==> src/rtl/ct_rtu_preg_alloc_96.sv <==
// Physical register allocator for 96 entries: offers the lowest-index free
// entry as a registered one-hot and tracks the free pool with a bit vector.
module ct_rtu_preg_alloc_96 (
  input  logic        forever_cpuclk,
  input  logic        cpurst,
  input  logic        x_alloc_req,
  input  logic        x_dealloc_vld,
  input  logic [95:0] x_dealloc_expand,
  input  logic        x_flush,
  input  logic [95:0] x_flush_free_mask,
  output logic        x_alloc_vld,
  output logic [95:0] x_alloc_expand,
  output logic [6:0]  x_free_cnt
);

  localparam int unsigned NUM_ENTRY = 96;
  localparam int unsigned CNT_W     = 7;

  logic [NUM_ENTRY-1:0] free_vec;
  logic                 alloc_vld;
  logic [NUM_ENTRY-1:0] alloc_expand;

  logic [NUM_ENTRY-1:0] dmask;
  logic [NUM_ENTRY-1:0] pick;
  logic                 take;
  logic [CNT_W-1:0]     free_cnt;

  // Releases are only seen when qualified; the lowest free bit is isolated
  // by two's-complement masking so pick is always zero or one-hot.
  always_comb begin
    dmask = x_dealloc_vld ? x_dealloc_expand : '0;
    take  = ~alloc_vld | x_alloc_req;
    pick  = free_vec & (~free_vec + NUM_ENTRY'(1));
  end

  always_ff @(posedge forever_cpuclk) begin
    if (cpurst) begin
      free_vec     <= '1;
      alloc_vld    <= 1'b0;
      alloc_expand <= '0;
    end else if (x_flush) begin
      free_vec     <= x_flush_free_mask;
      alloc_vld    <= 1'b0;
      alloc_expand <= '0;
    end else if (take) begin
      // Same-cycle releases land in free_vec only; they are not bypassed to pick.
      if (pick != '0) begin
        alloc_vld    <= 1'b1;
        alloc_expand <= pick;
        free_vec     <= (free_vec & ~pick) | dmask;
      end else begin
        alloc_vld    <= 1'b0;
        alloc_expand <= '0;
        free_vec     <= free_vec | dmask;
      end
    end else begin
      free_vec <= free_vec | dmask;
    end
  end

  // Population count of the pool; the offered entry is already removed from it.
  always_comb begin
    free_cnt = '0;
    for (int i = 0; i < NUM_ENTRY; i++) begin
      free_cnt = free_cnt + CNT_W'(free_vec[i]);
    end
  end

  assign x_alloc_vld    = alloc_vld;
  assign x_alloc_expand = alloc_expand;
  assign x_free_cnt     = free_cnt;

endmodule

==> config.mk <==
export PLATFORM = sky130hd
export DESIGN_NAME = ct_rtu_preg_alloc_96
export DESIGN_NICKNAME = d
export VERILOG_FILES = /design/src/rtl/ct_rtu_preg_alloc_96.sv
export SDC_FILE = /design/constraint.sdc
export NUM_CORES = 1
export LEC_CHECK = 0
export BUFFER_PORTS_ARGS = -buffer_cell sky130_fd_sc_hd__buf_2
export CORE_MARGIN = 3
export CORE_UTILIZATION = 50
export CTS_BUF_LIST = sky130_fd_sc_hd__clkbuf_16
export CTS_CLUSTER_DIAMETER = 150
export DETAILED_ROUTE_END_ITERATION = 7
export GPL_TIMING_DRIVEN = 0
export HOLD_SLACK_MARGIN = 0.02
export MAX_ROUTING_LAYER = met4
export PLACE_DENSITY = 0.75
export RECOVER_POWER = 100
export SLEW_MARGIN = 20
export SYNTH_ARGS = -nofsm -noshare
export SYNTH_HDL_FRONTEND = slang
export SYNTH_SLANG_ARGS = --single-unit
==> constraint.sdc <==
create_clock -name forever_cpuclk -period 17.78 [get_ports forever_cpuclk]
set_clock_uncertainty 0.1 [all_clocks]
set_input_delay 2.667 -clock forever_cpuclk [delete_from_list [all_inputs] [get_ports forever_cpuclk]]
set_output_delay 2.667 -clock forever_cpuclk [all_outputs]
set_load 0.005 [all_outputs]
Word-level counts from Yosys, hierarchy flattened:

Index checks and enable logic that the tools add are counted.

* bitwise gates (word level): 8
* reduce and logical (&&, ||, !) cells: 2
* muxes and demuxes: 6
* add/subtract/negate cells: 96

Operators with widths (count)
* $add A7 B1 Y7: 89
* $mux W96: 5
* $and A96 B96 Y96: 2
* $not A96 Y96: 2
* $or A96 B96 Y96: 2
* $add A96 B1 Y96 const B: 1
* $reduce_bool A96 Y1: 1
* $add A6 B1 Y7: 1
* $add A5 B1 Y6: 1
* $add A4 B1 Y5: 1
* $add A3 B1 Y4: 1
* $add A2 B1 Y3: 1
* $add A1 B1 Y2: 1
* $reduce_or A2 Y1: 1
* $mux W1: 1
* $not A1 Y1: 1
* $or A1 B1 Y1: 1

* register bits after elaboration: 193
* output and inout bits: 104

Longest topological paths before layout:

* word-level depth: 95
* depth in mapped cells: 25

Worst setup path before layout:

Ideal clock, no wire load.

* path type: register to output
* from: register free_vec[35]
* to: output port x_free_cnt[6]
* stages on the path, launching flop included: 24
* path buffers: 1
* path slack: 8.516 ns
* arrival: 6.497 ns
* cell sequence: dfxtp_1 > clkbuf_1 > inv_1 > fa_1 > inv_1 > fa_1 > fa_1 > inv_1 > fa_1 > fa_1 > inv_1 > fa_1 > fa_1 > fa_1 > inv_1 > fa_1 > inv_1 > fa_1 > a21oi_1 > nor2_1 > nor2_1 > o21bai_1 > a21oi_1 > xnor2_1

* cells in the longest elaborated chain, start to end: 61

Ends and longest elaborated chain
* start, declared: RTL line 19 `logic [NUM_ENTRY-1:0] free_vec;`
* start signal, assigned: RTL line 42 `free_vec <= x_flush_free_mask;`
* start signal, assigned: RTL line 50 `free_vec <= (free_vec & ~pick) | dmask;`
* start signal, assigned: RTL line 54 `free_vec <= free_vec | dmask;`
* $add A7 B1 Y7 (61 in a row): RTL line 65 `free_cnt = free_cnt + CNT_W'(free_vec[i]);`
* end, declared: RTL line 13 `output logic [6:0] x_free_cnt`

No other way between the ends.

Worst setup path in the final report:

* from: register free_vec[49]
* to: output port x_free_cnt[6]

* cells in the longest elaborated chain, start to end: 47

Ends and longest elaborated chain (RTL line)
* $add A7 B1 Y7 (47 in a row): 65

No other way between the ends.

==> flow_summary.yaml <==
run_status:
  status: "finished with violations"
  violations: "capacitance limit, slew limit"
drt:
  ant_nets: 0
  num_vias: 16300
  drt-initial-drc-count: 2561
  dr_wl_met2_mm: 31.2
  routed_wirelength_mm: 72.4
  met1Wirelength_mm: 25.1
  drtPass1Iterations: 8
  vias_per_cell: 6.87
  wl_per_cell_um: 30.6
  wl_met3_mm: 9.13
  drc_errors: 0
  highest_layer: "met4"
synth:
  ys_ff_latch: 193
  yosys_warnings: 0
  synth_area_um2: 13400
  ys_seq_area_share_pct: 28.8
  yosysUniqueCellTypes: 68
  synth_edf_count: 0
  syn_area_per_cell_um2: 7.91
  syn_inst: 1697
  synth_nets: 1999
  synth.area.top_cells: "dfxtp_1 29%, fa_1 13%, nor2_1 5.9%"
  synthArstFlopShare_pct: 0
  synth_top_area_share_pct: 28.8
  ys.flop_type: "dfxtp_1"
  synth_top_area_cell: "dfxtp_1"
cts:
  numCtsBuffers: 17
  clk_transition_reported_paths_ns: 0.10
  cts_setup_buffers: 0
  tritoncts: "built"
  clock_path_buffers: 2
  root_buffer: "clkbuf_16"
  h-tree-depth: 4
  cts_hold_buf: 0
  cts.sinks: 193
  clk_latency_ns: 0.47
  cts_resized: 0
layout:
  layoutNonFillerInstCount: 2366
  final_util_pct: 60.4
  layout.nets: 2317
  areaGrowthSynthToFinish_pct: 18.0
  fillers: 2435
  drive_gt1_share_pct: 15.2
run:
  cap_violations: 2
die:
  start_util_pct: 51.2
  die_area_um2: 28800
  die_y_um: 170
  core_area_um2: 26200
  num_rows: 59
  die_w_um: 170
  ios: 301
global_routing:
  grt_max_degree: 23
  grt_pass1_vias: 15300
  antenna_found_initial: 2
  grt_overflow: 0
  grt_first_pass_wirelength_mm: 101
  grt.total_usage_pct: 50.0
setup_path:
  rrSetupSlack_ns: 9.28
  start_kind: "flip-flop"
  arrival_ns: 7.83
  rr_worst_depth: 14
  cpMostUsedCell: "fa_1"
  r2r_end: "x_alloc_expand[40]"
  critical-path-max-stage-delay_ns: 0.56
  worst-path-max-fanout: 9
  path_class: "reg2out"
  crit_path_end_kind: "primary output"
  r2r_start: "free_vec[1]"
  path_cells: "clkbuf_1, inv_1, fa_1, inv_1, fa_1, fa_1, inv_1, fa_1, fa_1, inv_1, fa_1, fa_1, fa_1, inv_1, fa_1, inv_1, fa_1, a21oi_1, nor2_1, nor2_1, o21bai_1, a21oi_1, xnor2_1, clkbuf_1"
  critPathSlowestCell: "fa_1"
  worstPathRequired_ns: 15.01
placed_design:
  place_inst: 2331
  gp_congestion: 1.13
  numPortBuffers: 298
  dp_hpwl_mm: 57.1
timing:
  min_period_ns: 10.60
  setup_viol: 0
  finalMaxSlewViolations: 15
  finalSetupTns_ns: 0
  hold_viol: 0
  fmaxAchievable_mhz: 94.3
  min_period_over_period_pct: 59.6
  relSlewSlack_pct: -61.5
  worst_slew_pin_slew_ns: 2.39
  rsz0062_at_grt: "false"
power_and_ir_drop:
  ir_drop_mv: 0.942
  share_comb_of_total_power_pct: 72.6
  power_density_nw_per_um2: 206
  clkPwrFrac_pct: 13.1
  leakagePower_nw: 6.37
  intPower_mw: 1.62
  seqPwrFrac_pct: 14.4
  switching_share_pct: 50.2
  p_sw_mw: 1.64
min_path:
  hold_class: "reg2reg"
  hold_path_depth: 2
  min-delay-start: "x_alloc_expand[47]"
  hold_end: "x_alloc_expand[47]"
cell type report:
type / instances / area (µm²) / share of cell area, %
inverter: 157 / 589 / 3.72
buffer: 130 / 522 / 3.30
tap: 335 / 419 / 2.65
sequential: 193 / 3860 / 24.4
timing repair buffer: 299 / 1420 / 8.95
multi-input combinational: 1217 / 8380 / 53.0
antenna: 3 / 7.51 / 0.0474
clock inverter: 15 / 203 / 1.28
clock buffer: 17 / 425 / 2.69
state kept, by name, indices dropped and copies added (netlist names):
signal	flops
free_vec	96
x_alloc_expand	96
x_alloc_vld	1
routing by layer:
layer,track usage [%],vias up
met2,75.1,1509
met4,36.0,0
met3,12.9,421
met1,57.9,7600
li1,-,6725
met5,-,-
worst max-delay path, delay by kind of cell (launching register included):
family	cells	cell delay, ns
xor+xnor	1	0.13
fa+ha+maj	10	5.04
simple gates	2	0.22
buf+inv	8	1.22
flops	1	0.32
compound gates	3	0.42
worst max path at each step:
stage                            start       endpoint  slack, ns  cells after the start
final                     free_vec[49]  x_free_cnt[6]       7.18                     24
after global routing      free_vec[79]  x_free_cnt[6]       6.79                     24
after CTS                 free_vec[49]  x_free_cnt[6]       7.27                     24
after detailed placement  free_vec[49]  x_free_cnt[6]       7.77                     24
after global placement    free_vec[49]  x_free_cnt[6]       7.81                     24
after floorplan           free_vec[35]  x_free_cnt[6]       8.52                     23
power groups by stage:
stage	clock network, mW	logic (mW)	registers, mW
2_1_floorplan	0	1.54	0.466
3_3_place_gp	0	2.26	0.476
3_5_place_dp	0	2.43	0.476
4_1_cts	0.418	2.45	0.466
5_1_grt	0.435	2.63	0.468
6_report	0.427	2.36	0.468
synthesized netlist by cell type (4+ instances only):
cell type / n
o21ai_0: 18
nor4_1: 47
xnor2_1: 4
nor4b_1: 7
nor3_1: 54
a32o_1: 28
nor2_1: 210
nor2b_1: 5
buf_2: 19
a21oi_1: 100
and2_1: 10
nor4_2: 8
o21ai_1: 4
buf_4: 4
and3_1: 21
nand2b_1: 5
nand4_1: 39
fa_1: 84
dfxtp_1: 193
ha_1: 21
a221oi_1: 9
inv_1: 157
or4_1: 27
or3_1: 17
buf_1: 5
clkbuf_2: 4
a2bb2oi_1: 73
or2_2: 9
a31oi_1: 56
nand3_1: 49
a211oi_1: 16
clkbuf_1: 95
a41oi_1: 29
nor3b_1: 6
and4_1: 12
a2111oi_0: 5
nand2_1: 181
nand4b_1: 5
a21o_1: 5
a22o_1: 11
cells by family after synthesis:
group	after synthesis	synth area share [%]
simple gates	723	27.0
compound gates	384	20.9
buf+inv	287	8.52
flops	193	28.8
fa+ha+maj	105	14.5
xor+xnor	5	0.326
stage by stage:
step	worst slack [ns]	area (µm²)	hold slack (ns)	power, mW
4_1_cts	7.27	16000	0.353	3.34
3_5_place_dp	7.77	15400	0.334	2.91
3_3_place_gp	7.81	15300	0.326	2.74
5_1_grt	6.79	15800	0.365	3.54
6_report	7.18	15800	0.356	3.26
2_1_floorplan	8.52	13400	0.335	2.01
cell usage in the layout (no fill, tap or decap), drive strengths merged, types with 55 or more instances in the layout:
master   count
nor4        55
fa          84
buf        252
nand2      182
nor3        55
nor2       210
inv        164
a21oi      100
a31oi       56
dfxtp      193
clkbuf     194
a2bb2oi     73
Note: power is estimated with default switching activity, not from simulation.
